`config.mk`:
```
export PLATFORM = sky130hd
export DESIGN_NAME = ccff_bitstream_loader
export DESIGN_NICKNAME = d
export VERILOG_FILES = /design/src/rtl/ccff_bitstream_loader.sv
export SDC_FILE = /design/constraint.sdc
export NUM_CORES = 1
export LEC_CHECK = 0
export ABC_CLOCK_PERIOD_IN_PS = 2700
export CORE_ASPECT_RATIO = 0.8
export CORE_MARGIN = 8
export CORE_UTILIZATION = 45
export CTS_CLUSTER_DIAMETER = 150
export CTS_CLUSTER_SIZE = 20
export DETAILED_ROUTE_END_ITERATION = 7
export DONT_BUFFER_PORTS = 1
export GPL_TIMING_DRIVEN = 0
export MAX_ROUTING_LAYER = met4
export SLEW_MARGIN = 10
export SYNTH_ARGS = -nofsm -noshare
export SYNTH_HDL_FRONTEND = slang
export SYNTH_SLANG_ARGS = --single-unit
```
`constraint.sdc`:
```
create_clock -name prog_clk -period 2.7 [get_ports prog_clk]
set_clock_uncertainty 0.2 [all_clocks]
set_input_delay 0.54 -clock prog_clk [delete_from_list [all_inputs] [get_ports prog_clk]]
set_output_delay 0.54 -clock prog_clk [all_outputs]
set_load 0.01 [all_outputs]
```
`src/rtl/ccff_bitstream_loader.sv`:
```
// Source end of the configuration chain. Bitstream bytes arrive over a
// valid/ready stream and are serialised MSB-first onto ccff_head, one bit
// per shift cycle. An optional verify pass compares the bits leaving the
// chain (ccff_tail) against a re-sent copy of the stream.
//
// Handshake: a byte transfers on a rising prog_clk edge where both
// in_valid and in_ready are 1. in_valid must hold in_data stable until that
// edge. in_ready never depends on in_valid.
module ccff_bitstream_loader #(
    parameter int CHAIN_LEN = 28,
    parameter int CNT_W     = 16
) (
    input  logic             prog_clk,
    input  logic             prog_reset,
    input  logic             start,
    input  logic             verify,
    input  logic [7:0]       in_data,
    input  logic             in_valid,
    output logic             in_ready,
    output logic             ccff_head,
    output logic             ccff_shift_en,
    input  logic             ccff_tail,
    output logic             busy,
    output logic             done,
    output logic             mismatch,
    output logic [CNT_W-1:0] bit_count,
    output logic [CNT_W-1:0] mismatch_count,
    output logic [1:0]       dbg_state
);

    typedef enum logic [1:0] {
        IDLE = 2'd0,
        LOAD = 2'd1,
        DONE = 2'd2
    } state_t;

    localparam logic [CNT_W-1:0] LAST_BIT = CNT_W'(CHAIN_LEN - 1);
    localparam logic [CNT_W-1:0] CNT_MAX  = '1;

    state_t     state_q;
    state_t     state_d;
    logic [7:0] byte_q;
    logic [2:0] idx_q;
    logic       byte_valid_q;
    logic       vmode_q;
    logic       last_shift;
    logic       accept;

    // Chain-facing outputs decode from registers only.
    assign ccff_shift_en = (state_q == LOAD) && byte_valid_q;
    assign ccff_head     = byte_valid_q & byte_q[7];
    assign last_shift    = ccff_shift_en && (bit_count == LAST_BIT);

    // Refill while empty, or in the cycle the last bit of the current byte
    // shifts (zero-bubble). No refill on the terminating shift: any byte
    // taken then would only be thrown away.
    assign in_ready = (state_q == LOAD) &&
                      (!byte_valid_q ||
                       ((idx_q == 3'd7) && ccff_shift_en && !last_shift));
    assign accept    = in_valid && in_ready;

    assign busy      = (state_q == LOAD);
    assign done      = (state_q == DONE);
    assign dbg_state = state_q;

    // Next-state decode: start only counts in IDLE; DONE lasts one cycle.
    always_comb begin
        state_d = state_q;
        case (state_q)
            IDLE:    if (start) state_d = LOAD;
            LOAD:    if (last_shift) state_d = DONE;
            DONE:    state_d = IDLE;
            default: state_d = IDLE;
        endcase
    end

    // State register.
    always_ff @(posedge prog_clk) begin
        if (prog_reset) state_q <= IDLE;
        else            state_q <= state_d;
    end

    // Byte buffer, counters and verify compare.
    always_ff @(posedge prog_clk) begin
        if (prog_reset) begin
            byte_q         <= '0;
            idx_q          <= '0;
            byte_valid_q   <= 1'b0;
            vmode_q        <= 1'b0;
            mismatch       <= 1'b0;
            bit_count      <= '0;
            mismatch_count <= '0;
        end else begin
            if ((state_q == IDLE) && start) begin
                vmode_q        <= verify;
                bit_count      <= '0;
                mismatch_count <= '0;
                mismatch       <= 1'b0;
            end
            if (ccff_shift_en) begin
                byte_q    <= {byte_q[6:0], 1'b0};
                idx_q     <= idx_q + 3'd1;
                bit_count <= bit_count + 1'b1;
                if (idx_q == 3'd7) byte_valid_q <= 1'b0;
                // ccff_tail here is the bit leaving before this shift.
                if (vmode_q && (ccff_tail != ccff_head)) begin
                    mismatch <= 1'b1;
                    if (mismatch_count != CNT_MAX)
                        mismatch_count <= mismatch_count + 1'b1;
                end
            end
            if (accept) begin
                byte_q       <= in_data;
                idx_q        <= '0;
                byte_valid_q <= 1'b1;
            end
            // Terminating shift drops whatever is left of the final byte.
            if (last_shift) begin
                byte_q       <= '0;
                idx_q        <= '0;
                byte_valid_q <= 1'b0;
            end
        end
    end

endmodule
```
==> impl_metrics.ini <==
[synth]
post_synth_edffs = 0
yosys_warnings = 0
async_s_r_ff_share_synth_pct = 0
post-synth-top-area-fraction_pct = 37.63
synthDominantAreaCellType = sky130_fd_sc_hd__dfxtp_1
synth-seq-cells = 48
mappedNetlistNets = 321
synthesis.instances = 303
count_of_distinct_cell_types_in_the_synthesized_netlist = 55
synth-seq-area-share_pct = 37.63
netlist_area_mm2 = 0.002554
post_synth.cell_area_avg_um2 = 8.428
synthTopCellsByArea = sky130_fd_sc_hd__dfxtp_1, sky130_fd_sc_hd__nand2_1, sky130_fd_sc_hd__a21oi_1, sky130_fd_sc_hd__nand3_1, sky130_fd_sc_hd__nor2_1
yosys_most_used_dff = sky130_fd_sc_hd__dfxtp_1

[drt]
vias_after_detailed_routing = 2278
dr_wl_met3_um = 656
drcViolationCount = 0
via_count_normalized_by_instance_count = 5.856
antenna_violating_nets_post_route = 0
top_signal_layer_used = met4
drt_wl_total_mm = 6.791
detail_route.iter0.violations = 177
wl_met2_mm = 2.768
routedWlPerCell_um = 17.46
route.layer.met1.wl_mm = 3.318
drt-pass1-iter-count = 4

[place]
finalWeightedCongestion = 0.8830
io_buffers = 0
hpwlAfterDp_mm = 5.105
placed_area_mm2 = 0.002651

[critical_path]
critical_path_required_ns = 1.96
worst-path-max-fanout = 8
timing.critical_path.arrival_ns = 1.86
r2r.worst_path.cells = 7
worstSetupStartpointType = flip-flop
timing.critical_path.to_type = primary output
critPathKind = flip-flop to primary output

[timing]
report.final.slew_viol_count = 0
worstMarginPinSlew_ns = 0.9422
finalWorstPathRequiredPeriod_ns = 2.603
fin_setup_tns_ns = 0
relSlewSlack_pct = 37.05
timing.final.hold_violations = 0
post-route-period-util_pct = 96.41
peak_clock_frequency_supported_by_timing_ghz = 0.3842
grt_setup_unrepaired = false
finalSetupViolations = 0

[global_route]
grt_max_degree = 15
globalRouteOverflowTotal = 0
grt_pass1_wl_mm = 11.00
grt_pass1_vias = 2010
grt_util_all_layers_pct = 16.64
initial_antenna_violation_count = 0

[cts]
cts_hold_repair.buffers = 0
cts-buffers-inserted = 5
cts_buffer_depth = 2
post_cts_resize_count = 0
cts_sinks = 48
clkLatencyLatePin_ns = 0.30
post-cts-setup-buffers = 0
htreeDepth = 2
cts_tree = built
ctsRootBufferMaster = sky130_fd_sc_hd__clkbuf_8
clkTransAtPathRegs_ns = 0.09

[floorplan]
ios = 54
die_area_mm2 = 0.008357
initial_core_util_pct = 46.73
die_outline_height_um = 83.38
floorplan.core_area_mm2 = 0.005465
rows = 24
floorplan.die.width_um = 100.2

[power]
vdd.ir_drop.worst_uv = 208.0
p_per_area_mw_per_mm2 = 462.3
power_leakage_nw = 1.023
power.total_mw = 1.271

[finish]
layout.core_utilization_pct = 50.30
fillers = 535
final_cell_mix = sky130_fd_sc_hd__nand2_1, sky130_fd_sc_hd__dfxtp_1, sky130_fd_sc_hd__a21oi_1
final_layout_size_suffix_gt1_share_pct = 13.18
antenna-diode-count = 0
post_route_cell_area_mm2 = 0.002749
syn2layout_area_growth_pct = 7.643
nets = 328

[hold_path]
hold-path-cell-count = 2
hp-class = input pin to flip-flop

[run]
drv.max_cap_violation_count = 0

[run_status]
outcome = finished, final reports clean
==> synth_stat cells (3+ instances only) <==
cell                       instances
sky130_fd_sc_hd__nor3b_1           4
sky130_fd_sc_hd__o21ai_0          10
sky130_fd_sc_hd__o211a_1           8
sky130_fd_sc_hd__nor3_1            4
sky130_fd_sc_hd__mux2_2            3
sky130_fd_sc_hd__nor2b_1           5
sky130_fd_sc_hd__a21oi_1          29
sky130_fd_sc_hd__nor2_1           23
sky130_fd_sc_hd__buf_6             4
sky130_fd_sc_hd__and3_1            7
sky130_fd_sc_hd__buf_2             4
sky130_fd_sc_hd__and4_1            4
sky130_fd_sc_hd__dfxtp_1          48
sky130_fd_sc_hd__nand4_1           6
sky130_fd_sc_hd__clkbuf_1          6
sky130_fd_sc_hd__mux2i_1           8
sky130_fd_sc_hd__ha_1              4
sky130_fd_sc_hd__a21boi_0          3
sky130_fd_sc_hd__nand2_1          46
sky130_fd_sc_hd__inv_1             3
sky130_fd_sc_hd__nand3_1          23
sky130_fd_sc_hd__nor4_1            6
==> worst paths after layout <==
kind / from / to / slack [ns]
max: bit_count[12] / in_ready / 0.1
min: verify / vmode_q / 0.18
max reg2reg: mismatch_count[0] / mismatch_count[3] / 0.28
min reg2reg: idx_q[2] / idx_q[2] / 0.26
==> layout make-up <==
cell class                 instances  area (µm²)  share of cell area [%]
tap                               78       97.59                   3.550
sequential                        48       963.4                   35.05
inverter                           3       11.26                  0.4096
multi-input combinational        238        1496                   54.44
clock inverter                     2       10.01                  0.3641
clock buffer                       6       82.58                   3.004
buffer                            14       87.58                   3.186
==> where the power goes <==
part           internal, mW  switching (mW)
sequential            0.719         0.00985
combinational        0.0343          0.0640
clock                 0.205           0.238
total                 0.958           0.312
==> layer usage <==
metal / vias to the layer above / track usage (%)
met1: 1081 / 22.67
li1: 1123 / -
met4: 0 / 3.699
met2: 69 / 22.67
met5: - / -
met3: 5 / 5.917
==> logic make-up (layout without fill, tap and decap cells) <==
logic type | after synthesis | after routing | synth area share (%)
simple gates | 153 | 153 | 32.83
compound gates | 67 | 67 | 18.23
flops | 48 | 48 | 37.63
buf+inv | 17 | 25 | 3.870
mux | 11 | 11 | 4.459
fa+ha+maj | 4 | 4 | 1.960
xor+xnor | 3 | 3 | 1.029
==> flip-flops by register name, indices dropped and copies added, names as in the netlist <==
| name | count |
|---|---|
| byte_q | 8 |
| mismatch | 1 |
| vmode_q | 1 |
| bit_count | 16 |
| idx_q | 3 |
| mismatch_count | 16 |
| dbg_state | 2 |
| byte_valid_q | 1 |
==> worst max-delay path, stage by stage (launching register included) <==
cell	delay (ns)
sky130_fd_sc_hd__dfxtp_1	0.42
sky130_fd_sc_hd__or4_4	0.59
sky130_fd_sc_hd__nor2_1	0.21
sky130_fd_sc_hd__nand2b_2	0.11
sky130_fd_sc_hd__and3_1	0.23
==> per-stage QoR <==
stage	cells	setup WS, ns	hold WS (ns)
after floorplan	303	0.5375	0.2367
after global placement	381	0.3367	0.2465
after detailed placement	381	0.3198	0.2514
after CTS	389	0.04022	0.1679
after global routing	389	0.003433	0.1678
final	389	0.09703	0.1769
Power figures use the tool's default switching activity.
